===== config.mk =====
export PLATFORM = sky130hd
export DESIGN_NAME = storage_arbiter
export DESIGN_NICKNAME = d
export VERILOG_FILES = /design/src/rtl/storage_arb_pkg.sv /design/src/rtl/storage_arbiter_rr.sv /design/src/rtl/storage_arbiter.sv
export SDC_FILE = /design/constraint.sdc
export NUM_CORES = 1
export LEC_CHECK = 0
export CAP_MARGIN = 20
export CORE_MARGIN = 2
export CORE_UTILIZATION = 40
export CTS_CLUSTER_DIAMETER = 200
export DETAILED_ROUTE_END_ITERATION = 8
export PLACE_DENSITY = 0.77
export RECOVER_POWER = 25
export REMOVE_ABC_BUFFERS = 1
export SLEW_MARGIN = 20
export SYNTH_ARGS = -nofsm -noshare
export SYNTH_HDL_FRONTEND = slang
export SYNTH_HIERARCHICAL = 1
export SYNTH_SLANG_ARGS = --single-unit

===== constraint.sdc =====
create_clock -name clk -period 2.4 [get_ports clk]
set_clock_uncertainty 0.15 [all_clocks]
set_input_delay 0.72 -clock clk [delete_from_list [all_inputs] [get_ports clk]]
set_output_delay 0.72 -clock clk [all_outputs]
set_load 0.05 [all_outputs]

===== src/rtl/storage_arb_pkg.sv =====
// Shared types and helpers for storage_arbiter: storage modes, op codes,
// FSM state encoding and the mode-to-chip-enable decode.
package storage_arb_pkg;

    typedef enum logic [1:0] {
        MODE_FIFO = 2'd0,
        MODE_LIFO = 2'd1,
        MODE_BUF  = 2'd2
    } mode_t;

    // Code 3 has no storage behind it; it is refused before any access.
    localparam logic [1:0] MODE_ILLEGAL = 2'd3;

    localparam logic OP_PUSH = 1'b0;
    localparam logic OP_POP  = 1'b1;

    typedef enum logic [2:0] {
        S_IDLE    = 3'd0,
        S_CHECK   = 3'd1,
        S_ISSUE   = 3'd2,
        S_CAPTURE = 3'd3,
        S_DONE    = 3'd4
    } state_t;

    // Returns {en_buffer, en_lifo, en_fifo}; st_mode never holds the illegal code.
    function automatic logic [2:0] mode_to_en(input logic [1:0] m);
        case (m)
            MODE_LIFO: mode_to_en = 3'b010;
            MODE_BUF:  mode_to_en = 3'b100;
            default:   mode_to_en = 3'b001;
        endcase
    endfunction

endpackage


===== src/rtl/storage_arbiter_rr.sv =====
// rr_arbiter: combinational round-robin pick; searches upward from last+1
// with wrap and returns the winner as one-hot and as an index.
module rr_arbiter #(
    parameter int N  = 3,
    parameter int IW = (N > 1) ? $clog2(N) : 1
) (
    input  logic [N-1:0]  req,
    input  logic [IW-1:0] last,
    output logic [N-1:0]  gnt_oh,
    output logic [IW-1:0] gnt_idx,
    output logic          any
);

    logic          found;
    logic [IW-1:0] cand;

    always_comb begin
        found   = 1'b0;
        cand    = '0;
        gnt_idx = '0;
        for (int k = 1; k <= N; k++) begin
            cand = IW'((int'(last) + k) % N);
            if (!found && req[cand]) begin
                found   = 1'b1;
                gnt_idx = cand;
            end
        end
        gnt_oh = found ? (N'(1) << gnt_idx) : '0;
    end

    assign any = |req;

endmodule


===== src/rtl/storage_arbiter.sv =====
// storage_arbiter: shares one mode-selectable storage block between N_REQ
// requesters, one operation at a time. Define STORAGE_ARB_OCC_EN to add occ.
module storage_arbiter
    import storage_arb_pkg::*;
#(
    parameter int N_REQ = 3,
    parameter int DW    = 8,
    parameter int DEPTH = 8
) (
    input  logic                  clk,
    input  logic                  reset,
    input  logic [N_REQ-1:0]      req,
    input  logic [N_REQ-1:0]      op,
    input  logic [2*N_REQ-1:0]    mode_req,
    input  logic [DW*N_REQ-1:0]   wdata,
    output logic [N_REQ-1:0]      gnt,
    output logic [N_REQ-1:0]      done,
    output logic [N_REQ-1:0]      err,
    output logic [DW-1:0]         rdata,
    output logic [1:0]            st_mode,
    output logic                  st_en_fifo,
    output logic                  st_en_lifo,
    output logic                  st_en_buffer,
    output logic [DW-1:0]         st_din,
    output logic                  st_push,
    output logic                  st_pop,
    input  logic                  st_empty,
    input  logic                  st_full,
    input  logic [DW-1:0]         st_dout,
`ifdef STORAGE_ARB_OCC_EN
    output logic [$clog2(DEPTH):0] occ,
`endif
    output logic [2:0]            dbg_state
);

    // Handshake: req[i] is a level held until done[i]; gnt[i] pulses once in
    // CHECK when the request is taken, done[i] pulses once in DONE with err[i]
    // qualifying it; rdata is meaningful only with done of a successful pop.

    localparam int IW  = (N_REQ > 1) ? $clog2(N_REQ) : 1;
    localparam int OCW = $clog2(DEPTH) + 1;

    localparam logic [2:0] ST_IDLE    = S_IDLE;
    localparam logic [2:0] ST_CHECK   = S_CHECK;
    localparam logic [2:0] ST_ISSUE   = S_ISSUE;
    localparam logic [2:0] ST_CAPTURE = S_CAPTURE;
    localparam logic [2:0] ST_DONE    = S_DONE;

    logic [2:0]       state;
    logic [IW-1:0]    idx;
    logic [IW-1:0]    last;
    logic [IW-1:0]    arb_idx;
    logic [N_REQ-1:0] arb_oh;
    logic             arb_any;
    logic [N_REQ-1:0] idx_oh;
    logic             op_l;
    logic [1:0]       mode_l;
    logic [DW-1:0]    wdata_l;
    logic             reject;

    rr_arbiter #(
        .N  (N_REQ),
        .IW (IW)
    ) u_rr (
        .req     (req),
        .last    (last),
        .gnt_oh  (arb_oh),
        .gnt_idx (arb_idx),
        .any     (arb_any)
    );

    assign idx_oh    = N_REQ'(1) << idx;
    assign dbg_state = state;
    assign {st_en_buffer, st_en_lifo, st_en_fifo} = mode_to_en(st_mode);

    // A mode switch is only allowed on empty storage so no data changes order.
    always_comb begin
        reject = 1'b0;
        if (mode_l == MODE_ILLEGAL)
            reject = 1'b1;
        if (op_l == OP_PUSH && st_full)
            reject = 1'b1;
        if (op_l == OP_POP && st_empty)
            reject = 1'b1;
        if (mode_l != st_mode && !st_empty)
            reject = 1'b1;
`ifdef STORAGE_ARB_OCC_EN
        if (op_l == OP_PUSH && occ == OCW'(DEPTH))
            reject = 1'b1;
`endif
    end

    always_ff @(posedge clk or negedge reset) begin
        if (!reset) begin
            state   <= ST_IDLE;
            idx     <= '0;
            last    <= IW'(N_REQ - 1);
            op_l    <= OP_PUSH;
            mode_l  <= MODE_FIFO;
            wdata_l <= '0;
            gnt     <= '0;
            done    <= '0;
            err     <= '0;
            rdata   <= '0;
            st_mode <= MODE_FIFO;
            st_din  <= '0;
            st_push <= 1'b0;
            st_pop  <= 1'b0;
        end else begin
            gnt     <= '0;
            done    <= '0;
            err     <= '0;
            st_push <= 1'b0;
            st_pop  <= 1'b0;
            case (state)
                ST_IDLE: begin
                    if (arb_any) begin
                        idx     <= arb_idx;
                        last    <= arb_idx;
                        op_l    <= op[arb_idx];
                        mode_l  <= mode_req[arb_idx*2 +: 2];
                        wdata_l <= wdata[arb_idx*DW +: DW];
                        gnt     <= arb_oh;
                        state   <= ST_CHECK;
                    end
                end
                ST_CHECK: begin
                    if (reject) begin
                        done  <= idx_oh;
                        err   <= idx_oh;
                        state <= ST_DONE;
                    end else begin
                        st_mode <= mode_l;
                        if (op_l == OP_POP) begin
                            st_pop <= 1'b1;
                        end else begin
                            st_push <= 1'b1;
                            st_din  <= wdata_l;
                        end
                        state <= ST_ISSUE;
                    end
                end
                ST_ISSUE: begin
                    if (op_l == OP_POP) begin
                        state <= ST_CAPTURE;
                    end else begin
                        done  <= idx_oh;
                        state <= ST_DONE;
                    end
                end
                ST_CAPTURE: begin
                    rdata <= st_dout;
                    done  <= idx_oh;
                    state <= ST_DONE;
                end
                ST_DONE: state <= ST_IDLE;
                default: state <= ST_IDLE;
            endcase
        end
    end

`ifdef STORAGE_ARB_OCC_EN
    always_ff @(posedge clk or negedge reset) begin
        if (!reset) begin
            occ <= '0;
        end else if (st_push && occ != OCW'(DEPTH)) begin
            occ <= occ + 1'b1;
        end else if (st_pop && occ != '0) begin
            occ <= occ - 1'b1;
        end
    end
`endif

endmodule


==> impl_metrics.csv <==
group,metric,value,unit
logic_synthesis,synth.top_cell.area_share,51.08,%
critical_path,critPathTopFamily,"buffers and inverters",
placement,place_inst,355,
pwr,vdd.ir_drop.worst,858.3,uV
logic_synthesis,synthArstFlopShare,100.0,%
clocking,numCtsBuffers,5,
timing,slew_headroom,25.27,%
placement,port_buffers,82,
clocking,root_buffer,"clkbuf_8",
timing,min_period_over_period,98.18,%
logic_synthesis,synthSimpleGateAreaFrac,13.62,%
route,drtPass1Iterations,4,
critical_path,crit_buf_inv,1,
logic_synthesis,syn_area_per_cell,11.19,um2
route,route.met2.wl,2415,um
pwr,power,5.001,mW
final_layout,instances_no_fill,366,
clocking,cts_buffer_depth,2,
critical_path,timing_worst_setup_path_type,"reg -> out",
logic_synthesis,synth_xor_xnor_area_share,0.7946,%
run_status,status,"completed",
run,drv_cap,0,
global_routing,antenna_found_initial,0,
clocking,clkTransAtPathRegs,0.08,ns
critical_path,slowest_delay,0.81,ns
floorplan,die_height,78.24,um
logic_synthesis,yosys_warnings,6,
route,wl_met3,333,um
global_routing,grt_max_degree,47,
logic_synthesis,synthesis.area,2205,um2
critical_path,crit_path_cell_trace,"clkdlybuf4s50_1",
clocking,htreeDepth,2,
pwr,leakage,1.471,nW
global_routing,overflow,0,
logic_synthesis,synth-adder-area-share,2.838,%
timing,worst_hold_slack,0.3097,ns
route,wl_met1,2073,um
logic_synthesis,ys_seq_area_share,52.27,%
floorplan,die_w,78.24,um
final_layout,nets,346,
route,drt_iter0_markers,95,
critical_path,crit_fanout,2,
clocking,clkSinkCount,46,
floorplan,die_area,6122,um2
placement,place_hpwl,3511,um
floorplan,initial_utilization,40.79,%
clocking,clock_latency,0.30,ns
final_layout,drive_gt1_share,22.45,%
global_routing,grt_first_pass_wirelength,7748,um
logic_synthesis,yosys.area.top_type,"dfrtp_1",
clocking,hold_buffers,0,
logic_synthesis,synth_compound_area_share,12.26,%
logic_synthesis,synth_top_family_by_area,"multiplexers",
floorplan,core-area,5405,um2
logic_synthesis,muxShareOfSynthArea,15.15,%
route,drc,0,
critical_path,critical_path_arrival,1.49,ns
logic_synthesis,synth_ff_type,"dfrtp_1",
critical_path,crit_path_end_kind,"output pin",
timing,worst_pin_slew,1.121,ns
route,via_per_inst,4.902,
logic_synthesis,ys_ff_latch,46,
clocking,cts_tree,"done",
timing,finalCriticalPeriod,2.356,ns
route,wirelength,4905,um
placement,place_congestion,0.7176,
final_layout,n_antenna_cell,0,
route,dr_total_vias,1794,
timing,max_freq,424.4,MHz
global_routing,grtUsageTotal,16.29,%
critical_path,cp_slowest_cell,"clkdlybuf4s50_1",
route,ant_nets,0,
final_layout,syn2layout_area_growth,52.84,%
timing,finalHoldViolCount,0,
route,routed.top_layer,"met4",
worst_hold_path,holdCritPathClass,"reg -> reg",
route,wl_per_cell,13.40,um
logic_synthesis,synth_cells,197,
logic_synthesis,ys_top_cells_by_area,"dfrtp_1 51%, mux2_2 9.7%, a21oi_1 5.4%",
critical_path,crit_path_start_kind,"flip-flop",
logic_synthesis,yosysUniqueCellTypes,39,
floorplan,rows,27,
global_routing,grt_pass1_vias,1681,
logic_synthesis,synth_edf_count,0,
critical_path,cp.required,1.53,ns
floorplan,boundaryPins,83,
pwr,power-per-cell-area,1484,nW/um2
timing,setup_viol_count_final,0,
timing,setup_tns,0,ns
timing,maxSlewViolCount,0,
final_layout,nFillCells,461,
[cell usage after synthesis, types with 2 or more instances]
cell       n
nand3_1    3
and2_1     3
mux2_2    19
nor3_1     3
inv_1      9
clkbuf_1   4
buf_2      3
nand2_1    8
nand4b_1   2
nor2_1    23
xnor2_1    2
mux2i_1   12
a21oi_1   24
a211oi_1   3
o21ai_0    4
a21o_1     2
dfrtp_1   45
ha_1       5
nor2b_1    2
a31oi_1    2
[state kept, by name, indices dropped and copies added, names as in the netlist, 3 cells and up]
register,cells
done,3
rdata,8
wdata_l,8
dbg_state,3
gnt,3
st_din,8
err,3
[kinds of logic (layout without fill, tap and decap cells)]
logic type      after synthesis  count (layout)
simple gates                 55              55
mux                          31              31
compound gates               41              41
buf+inv                      17             114
fa+ha+maj                     5               5
xor+xnor                      2               2
flops                        46              46
[routing by layer]
metal / track usage, % / vias to the layer above
met5: 0 / -
met4: 6.842 / 0
met3: 4.368 / 8
met2: 26.38 / 65
met1: 20.67 / 837
li1: - / 884
[cell type report]
cell class / instances / area (um2) / share of cell area [%]
repair buffers: 97 / 953.4 / 28.30
clock buffers: 7 / 86.33 / 2.562
inverters: 9 / 33.78 / 1.003
multi-input cells: 134 / 1023 / 30.38
well taps: 72 / 90.09 / 2.674
flip-flops and latches: 46 / 1152 / 34.20
clock inverters: 1 / 30.03 / 0.8912
[per-stage QoR]
step                setup slack [ns]  util (%)  cell area [um2]
floorplan                    -0.6569         -             2171
global placement             -0.4578     59.26             3203
detailed placement           -0.5444     59.26             3203
CTS                         0.001574     61.81             3341
global route             -0.00003131     62.34             3369
finish                       0.04364     62.34             3369
[cell usage in the layout, fill, tap and decap left out, drive strengths merged, types with 4 or more instances in the layout]
| cell | count |
|---|---|
| mux2i | 12 |
| clkdlybuf4s50 | 70 |
| nand2 | 8 |
| clkbuf | 8 |
| dfrtp | 45 |
| inv | 9 |
| ha | 5 |
| a21oi | 24 |
| mux2 | 19 |
| o21ai | 4 |
| buf | 23 |
| nor2 | 23 |
[path summary, 6_finish.rpt]
check | from | end | slack [ns] | cells past startpoint
max | st_din[4] | st_din[4] | 0.04 | 1
min | idx[1] | done[0] | 0.31 | 1
max reg2reg | last[1] | wdata_l[2] | 0.14 | 8
min reg2reg | idx[1] | done[0] | 0.31 | 1
max in group asynchronous | reset | st_din[7] | 0.85 | 2
min in group asynchronous | reset | idx[0] | 0.57 | 2
[where the power goes]
group	switching (mW)	leakage [nW]	internal (mW)
clock	0.255	0.0585	0.340
combinational	1.76	0.850	1.27
sequential	0.259	0.563	1.12
[timing repair]
| item | CTS | global route |
|---|---|---|
| pin swaps | 1 | 2 |
| endpoints found under the setup margin | 11 | 12 |
| setup buffers | 1 | 0 |
| gates resized for setup | 4 | 9 |
| cloned | 1 | 1 |
Power figures use the tool's default switching activity.
